--- src/rtl/vga_pkg.sv ---
// vga_pkg: shared colour types, 640x480@60 default timing and test-bar colours.
package vga_pkg;
  typedef logic [11:0] rgb444_t;
  typedef logic [23:0] rgb888_t;

  localparam int DEF_H_ACTIVE = 640;
  localparam int DEF_H_FP     = 16;
  localparam int DEF_H_SYNC   = 96;
  localparam int DEF_H_BP     = 48;
  localparam int DEF_V_ACTIVE = 480;
  localparam int DEF_V_FP     = 10;
  localparam int DEF_V_SYNC   = 2;
  localparam int DEF_V_BP     = 33;

  localparam rgb444_t BAR_WHITE   = 12'hFFF;
  localparam rgb444_t BAR_YELLOW  = 12'hFF0;
  localparam rgb444_t BAR_CYAN    = 12'h0FF;
  localparam rgb444_t BAR_GREEN   = 12'h0F0;
  localparam rgb444_t BAR_MAGENTA = 12'hF0F;
  localparam rgb444_t BAR_RED     = 12'hF00;
  localparam rgb444_t BAR_BLUE    = 12'h00F;
  localparam rgb444_t BAR_BLACK   = 12'h000;

  function automatic rgb888_t expand444to888(input rgb444_t c);
    return {c[11:8], c[11:8], c[7:4], c[7:4], c[3:0], c[3:0]};
  endfunction

  function automatic rgb444_t test_bar(input logic [2:0] i);
    return i[2] ? (i[1] ? (i[0] ? BAR_BLACK : BAR_BLUE) : (i[0] ? BAR_RED : BAR_MAGENTA))
                : (i[1] ? (i[0] ? BAR_GREEN : BAR_CYAN) : (i[0] ? BAR_YELLOW : BAR_WHITE));
  endfunction
endpackage

--- src/rtl/vga_delay_line.sv ---
// vga_delay_line: W-bit, D-deep shift register with synchronous active-low clear.
module vga_delay_line #(
  parameter int W = 1,
  parameter int D = 1
) (
  input  logic         clk,
  input  logic         resetn,
  input  logic [W-1:0] d,
  output logic [W-1:0] q
);
  logic [W-1:0] sr [D];
  always_ff @(posedge clk) begin
    if (!resetn) begin
      for (int i = 0; i < D; i++) sr[i] <= '0;
    end else begin
      sr[0] <= d;
      for (int i = 1; i < D; i++) sr[i] <= sr[i-1];
    end
  end
  assign q = sr[D-1];
endmodule

--- src/rtl/vga_window_timing.sv ---
// vga_window_timing: parametrised VGA timing, scaled frame-buffer window and aligned RGB888 stream.
// Define VGA_TEST_PATTERN_EN to add the test_mode input selecting eight full-screen colour bars.
module vga_window_timing
  import vga_pkg::*;
#(
  parameter int H_ACTIVE = DEF_H_ACTIVE,
  parameter int H_FP     = DEF_H_FP,
  parameter int H_SYNC   = DEF_H_SYNC,
  parameter int H_BP     = DEF_H_BP,
  parameter int V_ACTIVE = DEF_V_ACTIVE,
  parameter int V_FP     = DEF_V_FP,
  parameter int V_SYNC   = DEF_V_SYNC,
  parameter int V_BP     = DEF_V_BP,
  parameter int HS_POL   = 0,
  parameter int VS_POL   = 0,
  parameter int IMG_W    = 320,
  parameter int IMG_H    = 240,
  parameter int SCALE    = 1,
  parameter int WIN_X    = 160,
  parameter int WIN_Y    = 120,
  parameter int RD_LAT   = 1,
  parameter int AW       = 17
) (
  input  logic          clk25,
  input  logic          resetn,
`ifdef VGA_TEST_PATTERN_EN
  input  logic          test_mode,
`endif
  output logic [AW-1:0] frame_addr,
  input  logic [15:0]   frame_pixel,
  output logic [3:0]    vga_red,
  output logic [3:0]    vga_green,
  output logic [3:0]    vga_blue,
  output logic          vga_hsync,
  output logic          vga_vsync,
  output logic [10:0]   HCnt,
  output logic [10:0]   VCnt,
  output logic [23:0]   tdata,
  output logic          tvalid,
  output logic          tlast,
  output logic          fsync
);
  localparam int XEND = (WIN_X + IMG_W*SCALE < H_ACTIVE) ? WIN_X + IMG_W*SCALE : H_ACTIVE;
  localparam int YEND = (WIN_Y + IMG_H*SCALE < V_ACTIVE) ? WIN_Y + IMG_H*SCALE : V_ACTIVE;
  localparam logic [10:0] HA  = 11'(H_ACTIVE);
  localparam logic [10:0] HT1 = 11'(H_ACTIVE + H_FP + H_SYNC + H_BP - 1);
  localparam logic [10:0] HSB = 11'(H_ACTIVE + H_FP);
  localparam logic [10:0] HSE = 11'(H_ACTIVE + H_FP + H_SYNC);
  localparam logic [10:0] VA  = 11'(V_ACTIVE);
  localparam logic [10:0] VT1 = 11'(V_ACTIVE + V_FP + V_SYNC + V_BP - 1);
  localparam logic [10:0] VSB = 11'(V_ACTIVE + V_FP);
  localparam logic [10:0] VSE = 11'(V_ACTIVE + V_FP + V_SYNC);
  localparam logic [10:0] WX  = 11'(WIN_X);
  localparam logic [10:0] XE  = 11'(XEND);
  localparam logic [10:0] WY  = 11'(WIN_Y);
  localparam logic [10:0] YE  = 11'(YEND);
  localparam logic [1:0]  SM1 = 2'(SCALE - 1);
  localparam logic [AW-1:0] IW = AW'(IMG_W);
  localparam logic HP = 1'(HS_POL);
  localparam logic VP = 1'(VS_POL);
`ifdef VGA_TEST_PATTERN_EN
  localparam int DW = 9;
  localparam int BW = H_ACTIVE / 8;
`else
  localparam int DW = 6;
`endif

  logic [10:0] h, v;
  logic active, hs, vs, win_row, in_win, eol, sof;
  logic [AW-1:0] col, col_n, line_base, lb_n;
  logic [1:0] hrep, hrep_n, vrep, vrep_n;
  logic [DW-1:0] d, q;
  rgb444_t colour, pix_n;
  logic unused_pix;

  assign HCnt = h;
  assign VCnt = v;
  assign unused_pix = &frame_pixel[15:12];

  assign active  = h < HA && v < VA;
  assign hs      = h >= HSB && h < HSE;
  assign vs      = v >= VSB && v < VSE;
  assign win_row = v >= WY && v < YE;
  assign in_win  = active && win_row && h >= WX && h < XE;
  assign eol     = active && h == HA - 11'd1;
  assign sof     = h == 11'd0 && v == 11'd0;

  // Address state tracks the pixel under the counters; the next-state sum is
  // registered so frame_addr matches the counter value it belongs to.
  always_comb begin
    col_n  = col;
    hrep_n = hrep;
    lb_n   = line_base;
    vrep_n = vrep;
    if (!win_row) begin
      col_n  = '0;
      hrep_n = '0;
      lb_n   = '0;
      vrep_n = '0;
    end else if (in_win) begin
      if (h == XE - 11'd1) begin
        col_n  = '0;
        hrep_n = '0;
        vrep_n = (vrep == SM1) ? 2'd0 : vrep + 2'd1;
        lb_n   = (vrep == SM1) ? line_base + IW : line_base;
      end else begin
        hrep_n = (hrep == SM1) ? 2'd0 : hrep + 2'd1;
        col_n  = (hrep == SM1) ? col + AW'(1) : col;
      end
    end
  end

  always_ff @(posedge clk25) begin
    if (!resetn) begin
      h          <= '0;
      v          <= '0;
      col        <= '0;
      hrep       <= '0;
      line_base  <= '0;
      vrep       <= '0;
      frame_addr <= '0;
    end else begin
      h          <= (h == HT1) ? 11'd0 : h + 11'd1;
      v          <= (h == HT1) ? ((v == VT1) ? 11'd0 : v + 11'd1) : v;
      col        <= col_n;
      hrep       <= hrep_n;
      line_base  <= lb_n;
      vrep       <= vrep_n;
      frame_addr <= lb_n + col_n;
    end
  end

`ifdef VGA_TEST_PATTERN_EN
  logic [2:0] bar;
  always_comb begin
    bar = '0;
    for (int k = 1; k < 8; k++) if (h >= 11'(k*BW)) bar = 3'(k);
  end
  assign d     = {bar, sof, eol, in_win, vs, hs, active};
  assign pix_n = test_mode ? (q[0] ? test_bar(q[8:6]) : '0) : (q[3] ? frame_pixel[11:0] : '0);
`else
  assign d     = {sof, eol, in_win, vs, hs, active};
  assign pix_n = q[3] ? frame_pixel[11:0] : '0;
`endif

  // RD_LAT stages here plus the output register give RD_LAT+1 total alignment.
  vga_delay_line #(.W(DW), .D(RD_LAT)) u_dly (
    .clk    (clk25),
    .resetn (resetn),
    .d      (d),
    .q      (q)
  );

  always_ff @(posedge clk25) begin
    if (!resetn) begin
      colour    <= '0;
      vga_hsync <= ~HP;
      vga_vsync <= ~VP;
      tvalid    <= 1'b0;
      tlast     <= 1'b0;
      fsync     <= 1'b0;
    end else begin
      colour    <= pix_n;
      vga_hsync <= q[1] ? HP : ~HP;
      vga_vsync <= q[2] ? VP : ~VP;
      tvalid    <= q[0];
      tlast     <= q[4];
      fsync     <= q[5];
    end
  end

  assign vga_red   = colour[11:8];
  assign vga_green = colour[7:4];
  assign vga_blue  = colour[3:0];
  assign tdata     = expand444to888(colour);
endmodule

--- config.mk ---
export PLATFORM = sky130hd
export DESIGN_NAME = vga_window_timing
export DESIGN_NICKNAME = d
export VERILOG_FILES = /design/src/rtl/vga_pkg.sv /design/src/rtl/vga_delay_line.sv /design/src/rtl/vga_window_timing.sv
export SDC_FILE = /design/constraint.sdc
export NUM_CORES = 1
export LEC_CHECK = 0
export CELL_PAD_IN_SITES_DETAIL_PLACEMENT = 1
export CELL_PAD_IN_SITES_GLOBAL_PLACEMENT = 2
export CORE_MARGIN = 2
export CORE_UTILIZATION = 28
export CTS_BUF_LIST = sky130_fd_sc_hd__clkbuf_16
export DETAILED_ROUTE_END_ITERATION = 12
export PLACE_DENSITY_LB_ADDON = 0.1
export SLEW_MARGIN = 0
export SYNTH_ARGS = -nofsm -noshare
export SYNTH_HDL_FRONTEND = slang
export SYNTH_HIERARCHICAL = 1
export SYNTH_SLANG_ARGS = --single-unit
export TNS_END_PERCENT = 5
--- constraint.sdc ---
create_clock -name clk25 -period 4.1 [get_ports clk25]
set_input_delay 0.41 -clock clk25 [delete_from_list [all_inputs] [get_ports clk25]]
set_output_delay 0.41 -clock clk25 [all_outputs]
set_load 0.05 [all_outputs]
* Yosys cells after proc, flatten, opt, wreduce, memory -nomap -nowiden
Memory sizes are Yosys's and may differ from the RTL's.
Index checks and enable logic that the tools add are counted.
** Storage, ports and cells
- Register bits :: 94
- Memory bits (writable) :: 6
- Word-level logic and storage cells :: 72
- Memories kept :: 1
** Memory list
- u_dly.sr :: depth 1, bits a word 6, rd ports 1, clocked after Yosys merged registers in 0, wr ports 1, RTL line vga_delay_line.sv:11 : logic [W-1:0] sr [D];
** Operators by class
- $add $sub $neg :: 7
- Magnitude comparators :: 10
- Equal/unequal tests :: 4
- Multiplexer cells :: 18
- Bitwise gates (word level) :: 1
- Reduce and logical (&&, ||, !) cells :: 18
** Operators with widths (count)
- 2-to-1 mux 17 bit :: 8
- < comparator 11 x 9 -> 1 bit (second input constant) :: 4
- == test 11 x 10 -> 1 bit (second input constant) :: 3
- adder 11 x 1 -> 11 bit (second input constant) :: 2
- logical NOT 11 bit :: 2
- < comparator 11 x 10 -> 1 bit (second input constant) :: 2
- adder 17 x 1 -> 17 bit (second input constant) :: 1
- adder 17 bit :: 1
- adder 17 x 9 -> 17 bit (second input constant) :: 1
- == test 11 x 9 -> 1 bit (second input constant) :: 1
- greater-or-equal comparator 11 x 10 -> 1 bit (second input constant) :: 1
- greater-or-equal comparator 11 x 7 -> 1 bit (second input constant) :: 1
- greater-or-equal comparator 11 x 8 -> 1 bit (second input constant) :: 1
- greater-or-equal comparator 11 x 9 -> 1 bit (second input constant) :: 1
- 2-to-1 mux 11 bit :: 1
- logical AND 1 bit :: 9
- 2-to-1 mux 2 bit :: 3
- 2-to-1 mux 6 bit :: 1
- AND reduction 2 bit :: 3
- OR reduction 6 bit :: 1
- 2-to-1 mux 1 bit :: 5
- adder 2 x 1 -> 2 bit (second input constant) :: 2
- logical NOT 2 bit :: 2
- OR reduction 2 bit :: 1
- NOT 1 bit :: 1

* Depth between registers and ports, before layout
Gate-level depths: netlist (run 1).
- Depth after elaboration :: 8
- Gate-level depth with buffers :: 19

* Modules after synthesis
Netlist (run 1), hierarchy kept.
** By module, submodules not included
- vga_window_timing :: instances 1, cells an instance 564, area an instance 4845.9 sq um, sequential area each 1881.8 sq um
- vga_delay_line :: instances 1, cells an instance 12, area an instance 157.7 sq um, sequential area each 120.1 sq um

* Worst setup path after synthesis (run 1)
Ideal clock, no wire load.
- Path kind :: flip-flop to flip-flop
- From :: register h[0] (netlist: HCnt[0])
- To :: register frame_addr[16]
- Data arrival time :: 4.166 ns
- Data required time :: 3.978 ns
- Setup slack :: -0.188 ns
- Cell stages (with the launch flop) :: 16
- Buffers on the path :: 1
- Period minus slack after synthesis :: 4.288 ns
- Path through :: dfxtp_1 > ha_1 > nand4_1 > nor4_4 > nand2_1 > nand2_1 > clkbuf_1 > nor2_1 > ha_1 > and3_1 > a221o_2 > and3_4 > or4b_1 > a31oi_1 > or3b_2 > mux2i_1
** On the way
- Word-level cells in the longest chain between the ends :: 8
** Ends and longest elaborated chain
- from (decl) :: RTL line vga_window_timing.sv:68 : logic [10:0] h, v;
- from (signal assigned) :: RTL line vga_window_timing.sv:123 : h <= (h == HT1) ? 11'd0 : h + 11'd1;
- < comparator 11 x 10 -> 1 bit :: RTL line vga_window_timing.sv:80 : assign active = h < HA && v < VA;
- logical AND 1 bit :: RTL line vga_window_timing.sv:80
- logical AND 1 bit (3 in a row) :: RTL line vga_window_timing.sv:84 : assign in_win = active && win_row && h >= WX && h < XE;
- 2-to-1 mux 17 bit (*) :: RTL line vga_window_timing.sv:100 : end else if (in_win) begin
- 2-to-1 mux 17 bit (*) :: RTL line vga_window_timing.sv:95 : if (!win_row) begin
- via col_n[9] :: RTL line vga_window_timing.sv:70 : logic [AW-1:0] col, col_n, line_base, lb_n;
- adder 17 bit (*) :: RTL line vga_window_timing.sv:129 : frame_addr <= lb_n + col_n;
- to (signal assigned) :: RTL line vga_window_timing.sv:129
- to (decl) :: RTL line vga_window_timing.sv:29 : output logic [AW-1:0] frame_addr,
The timed path passes the listed nets; every way through them passes the cells marked *.
A chain may end at the register's enable or synchronous reset.

* Worst setup path in the final report (run 1)
- From :: register v[3] (netlist: VCnt[3])
- To :: register frame_addr[16]
** On the way
- Word-level cells in the longest chain between the ends :: 8
** Ends and longest elaborated chain
- from (decl) :: RTL line vga_window_timing.sv:68
- from (signal assigned) :: RTL line vga_window_timing.sv:124 : v <= (h == HT1) ? ((v == VT1) ? 11'd0 : v + 11'd1) : v;
- < comparator 11 x 9 -> 1 bit, or another cell as far along :: RTL line vga_window_timing.sv:80
- logical AND 1 bit (on tied branches) :: RTL line vga_window_timing.sv:80, vga_window_timing.sv:83
- logical AND 1 bit (3 in a row) :: RTL line vga_window_timing.sv:84
- 2-to-1 mux 17 bit :: RTL line vga_window_timing.sv:100
- 2-to-1 mux 17 bit (*) :: RTL line vga_window_timing.sv:95
- via col_n[9] :: RTL line vga_window_timing.sv:70
- adder 17 bit (*) :: RTL line vga_window_timing.sv:129
Marked as above.

==> impl_metrics.yaml, run 1 <==
timing:
  worst_slew_pin_slew_ns: 0.6586
  period_share: 0.9482
  fmax_mhz: 257.2
  fin_setup_tns_ns: 0
  finClkSkew_ns: 0.006557
  finalHoldViolCount: 0
  fin_hold_ws_ns: 0.3735
  finalSetupViolations: 0
  relSlewSlack: 0.5599
  period_needed_ns: 3.888
  slew_violations: 0
setup_path:
  cp-endpoint: "frame_addr[16]"
  start_kind: "register"
  end_kind: "register"
  cp_max_fo: 5
  reg2reg_from: "VCnt[3]"
  rr_worst_depth: 15
  startpoint: "VCnt[3]"
  worstPathArrival_ns: 4.11
  required_ns: 4.33
  path_class: "reg -> reg"
  r2r_setup_slack_ns: 0.21
  critical_path.reg2reg.endpoint: "frame_addr[16]"
floorplan:
  start_util: 0.2883
  die_h_um: 137.7
  rows: 48
  ios: 98
  core_area_um2: 17360
  die-area_um2: 18960
  dieWidth_um: 137.7
yosys:
  synth_area_um2: 5004
  synth.ff_latch_count: 100
  yosys-top-cells-area: "dfxtp_1, nor2_1, ha_1"
  avgSynthCellArea_um2: 8.687
  synth_fp_nets: 621
  yosysUniqueCellTypes: 53
  yosysMostFrequentCell: "dfxtp_1"
  synth-main-ff-cell: "dfxtp_1"
  syn_inst: 576
  synth_edf_count: 0
  ys_async_sr_fraction: 0
  synth-seq-area-share: 0.4001
  netlist_top_cells_count: "dfxtp_1, nor2_1, and2_1"
  yosysTopAreaCell: "dfxtp_1"
  ys.warnings.count: 6
  synth_top_area_frac: 0.4001
cts:
  cts.path.max_buffers: 2
  numCtsBuffers: 9
  hold_buffers: 0
  cts_sinks: 100
  clk-insertion-delay-late_ns: 0.35
  cts-root-buf: "clkbuf_16"
  cts_tree: "done"
  clkSlewWorstSetupHoldPaths_ns: 0.07
  htreeDepth: 3
routing:
  ant_nets: 0
  via_count: 4248
  wirelength_um: 13830
  drt_iter0_drc: 88
  dr.pass1.iters: 4
  via_per_inst: 4.684
  avgRoutedWirePerCell_um: 15.24
  drc: 0
finish:
  n_antenna_cell: 0
  drive_above_1_share: 0.1349
  area_delta_synth_final_pct: 32.93
  nNetsFinal: 722
  postLayoutCoreUtil: 0.3832
hold_path:
  hold_class: "reg -> reg"
  hp-start: "u_dly/sr[0][1]"
place:
  hpwl_um: 10660
  gp_congestion: 0.8184
  io_buffers: 93
power:
  power_frac_comb: 0.030
  p_sw_mw: 0.4419
  p_leak_nw: 2.615
  p_int_mw: 1.604
  p_per_area_nw_per_um2: 307.5
  pwr-share-clk: 0.491
  ir_drop_uv: 189.6
  swShare: 0.2160
  p_seq_frac: 0.479
flow_run:
  cap_violations: 0
global_routing:
  grt_first_pass_wirelength_um: 22290
  grt_max_degree: 37
  antenna_found_initial: 0
  grt_pass1_vias: 4362
  groute.usage.overall: 0.1527
  grt_overflow: 0
outcome:
  status: "finished clean"
placed cells by master, fill, tap and decap left out, types with 19 or more instances in the layout:
master / count
clkdlybuf4s50_1: 93
ha_1: 25
and3_1: 29
nand3_1: 21
xor2_1: 19
dfxtp_1: 90
xnor2_1: 33
nand2_1: 29
and2_1: 34
nor2_1: 94
buf_4: 45
sequential cells by signal, summed over array words and instances (netlist names):
signal / cells
HCnt: 11
VCnt: 11
col: 17
colour: 12
frame_addr: 17
fsync: 1
hrep: 2
line_base: 17
tlast: 1
tvalid: 1
u_dly/sr: 6
vga_hsync: 1
vga_vsync: 1
vrep: 2
logic make-up after synthesis:
group,share of synthesized area
and+or+nand+nor,0.2871
DFF,0.4001
buffers and inverters,0.07327
AOI/OAI and AO/OA,0.06552
xor gates and xnor gates,0.09102
adders and majority gates,0.06902
muxes,0.01400
worst min-delay path by stage:
| stage | end | slack (ns) | cells past startpoint |
|---|---|---|---|
| 2_1_floorplan | vga_hsync | 0.34 | 1 |
| 5_1_grt | vga_hsync | 0.40 | 1 |
| 4_1_cts | vga_hsync | 0.38 | 1 |
| 3_3_place_gp | vga_hsync | 0.35 | 1 |
| 3_5_place_dp | vga_hsync | 0.36 | 1 |
| 6_report | vga_hsync | 0.37 | 1 |
metrics by stage:
stage	worst slack, ns	instances	area (um^2)	power [mW]
3_5_place_dp	-0.02288	885	6221	1.063
6_report	0.2122	907	6651	2.045
2_1_floorplan	0.04307	576	5016	1.032
3_3_place_gp	0.04850	885	6221	1.062
5_1_grt	-0.005203	907	6651	2.126
4_1_cts	0.01333	901	6576	2.074
repair_timing:
item                       CTS  global route
setup endpoints to repair    2             4
pin swaps                    0             4
resized for setup            4             8
buffers inserted             0             6
routing by layer:
| metal | up-vias | wire, um | GRT usage |
|---|---|---|---|
| met5 | - | 0 | 0 |
| met4 | 0 | 211 | 0.05498 |
| met1 | 2033 | 6868 | 0.2003 |
| li1 | 2124 | - | - |
| met3 | 12 | 503 | 0.02575 |
| met2 | 79 | 6241 | 0.2518 |
critical path: stages, from the launching register on:
cell     delay, ns
dfxtp_2       0.35
o211a_1       0.24
o21ai_1       0.18
and4_4        0.30
and3_1        0.22
and3_1        0.19
xnor2_1       0.16
nor2_1        0.07
ha_1          0.30
and3_1        0.20
a221o_2       0.42
and3_4        0.20
or4b_1        0.52
a31oi_2       0.20
or3b_2        0.15
mux2i_1       0.06
layout make-up:
class                      instances  area [um^2]
timing repair buffer             138         1269
multi-input combinational        410         2674
clock buffer                       9        225.2
inverter                          18        67.56
clock inverter                     7        120.1
fill                            2011        10710
tap                              225        281.5
sequential                       100         2014
power groups by stage:
stage / combinational, mW / clock (mW) / sequential (mW)
floorplan: 0.0171 / 0 / 1.02
global placement: 0.0594 / 0 / 1.00
detailed placement: 0.0605 / 0 / 1.00
CTS: 0.0613 / 1.03 / 0.980
global route: 0.0662 / 1.08 / 0.981
finish: 0.0604 / 1.00 / 0.980
Note: power is estimated with default switching activity, not from simulation.
==> inputs of run 2 (changes only) <==
Settings changed: RECOVER_POWER set to 25.
==> run 2 against run 1 <==
Global-route usage unchanged. Flip-flop and latch count unchanged. Wire length about the same. Largest cell class unchanged. Die area unchanged.
==> impl_metrics.yaml, run 2 (synthesized netlist as in run 1, its figures left out) <==
setup_path:
  start_kind: "register"
  max_stage_delay_ns: 0.52
  crit_family: "simple AND/OR/NAND/NOR gates"
  crit_chain: "o211a_1 > o21ai_1 > and4_4 > and3_1 > and3_1 > xnor2_1 > nor2_1 > ha_1 > and3_1 > a221o_2 > and3_4 > or4b_1 > a31oi_2 > or3b_2 > mux2i_1"
  crit_slowest_cell: "or4b_1"
  end_kind: "register"
  reg2reg_from: "VCnt[3]"
  cp_max_fo: 5
  cp_common_cell: "and3_1"
  crit_buf_inv: 0
  worstPathArrival_ns: 4.12
  path_class: "reg -> reg"
  startpoint: "VCnt[3]"
  required_ns: 4.33
finish:
  postLayoutCoreUtil: 0.3826
  drive_above_1_share: 0.1320
  final_cell_area_um2: 6641
  layout_common_cells: "nor2_1, dfxtp_1, clkdlybuf4s50_1"
  final_common_cell: "nor2_1"
  top_regs: "col: 17 flops, frame_addr: 17 flops, line_base: 17 flops"
  nNetsFinal: 722
  n_antenna_cell: 0
  finalNonFillerCells: 907
  area_delta_synth_final_pct: 32.73
  fillCellCount: 2011
place:
  gp_congestion: 0.8184
  hpwl_um: 10660
  placed_cells: 885
  pre_cts_ws_ns: -0.02288
  io_buffers: 93
  dpl_cell_area_um2: 6221
cts:
  clkSlewWorstSetupHoldPaths_ns: 0.07
  cts_tree: "done"
  cts_sinks: 100
  cts.path.max_buffers: 2
  numCtsBuffers: 9
  clk-insertion-delay-late_ns: 0.35
  cts-root-buf: "clkbuf_16"
  htreeDepth: 3
global_routing:
  grt_overflow: 0
  grt_first_pass_wirelength_um: 22290
  grt_pass1_vias: 4362
  antenna_found_initial: 0
  grt_max_degree: 37
  groute.usage.overall: 0.1527
floorplan:
  start_util: 0.2883
  dieWidth_um: 137.7
  rows: 48
  core_area_um2: 17360
  ios: 98
  die-area_um2: 18960
  die_h_um: 137.7
power:
  p_leak_nw: 2.631
  p_per_area_nw_per_um2: 307.8
  ir_drop_uv: 189.4
flow_run:
  cap_violations: 0
routing:
  via_count: 4262
  dr.pass1.iters: 4
  avgRoutedWirePerCell_um: 15.25
  wirelength_um: 13830
  drt_iter0_drc: 90
  drc: 0
  via_per_inst: 4.699
  ant_nets: 0
timing:
  slew_violations: 0
  period_needed_ns: 3.890
  relSlewSlack: 0.4721
  finalSetupViolations: 0
  fmax_mhz: 257.1
  worst_slew_pin_slew_ns: 0.7919
  finalHoldViolCount: 0
  finClkSkew_ns: 0.006481
  fin_setup_tns_ns: 0
  period_share: 0.9487
  fin_ws_ns: 0.2105
outcome:
  status: "finished clean"
hold_path:
  hold_class: "reg -> reg"
  hp-start: "u_dly/sr[0][1]"
[run 2: cell types whose count changed in the layout (fill, tap and decap cells not counted), sizes merged]
cell / before / now
buf: 45 / 44
clkbuf: 9 / 10
dlygate4sd3: 0 / 11
clkdlybuf4s50: 93 / 82
[run 2: layout make-up]
cell class | count | area (um^2) | share of cell area
clock buffer | 9 | 225.2 | 0.03391
clock inverter | 7 | 120.1 | 0.01809
inverter | 18 | 67.56 | 0.01017
multi-input combinational | 410 | 2668 | 0.4017
sequential | 100 | 2014 | 0.3033
tap | 225 | 281.5 | 0.04239
timing repair buffer | 138 | 1265 | 0.1905
[run 2: power by group]
part	internal [mW]	leakage [nW]	switching, mW	total, mW
clock network	0.602	0.168	0.403	1.00
registers	0.976	0.811	0.00448	0.980
logic	0.0250	1.65	0.0346	0.0596
[run 2: per-stage QoR]
stage | power [mW] | hold slack (ns)
global placement | 1.062 | 0.3530
floorplan | 1.032 | 0.3434
detailed placement | 1.063 | 0.3585
finish | 2.044 | 0.3736
global route | 2.125 | 0.4009
CTS | 2.074 | 0.3788
[run 2: final timing paths]
check | to | depth (start not counted) | slack, ns
hold reg to reg | vga_hsync | 1 | 0.37
setup / recovery | frame_addr[16] | 15 | 0.21
setup reg to reg | frame_addr[16] | 15 | 0.21
hold / removal | vga_hsync | 1 | 0.37
[run 2: repair_timing]
| item | in CTS | in global routing |
|---|---|---|
| hold buffers | 0 | 0 |
| gates resized for setup | 4 | 8 |
| pin swaps | 0 | 4 |
| buffers inserted | 0 | 6 |
| setup endpoints to repair | 2 | 4 |
[run 2: routing by layer]
layer | up-vias | GRT usage | share of wire
li1 | 2125 | - | -
met1 | 2048 | 0.2003 | 0.50
met2 | 77 | 0.2518 | 0.45
met3 | 12 | 0.02575 | 0.035
met4 | 0 | 0.05498 | 0.015
met5 | - | 0 | 0
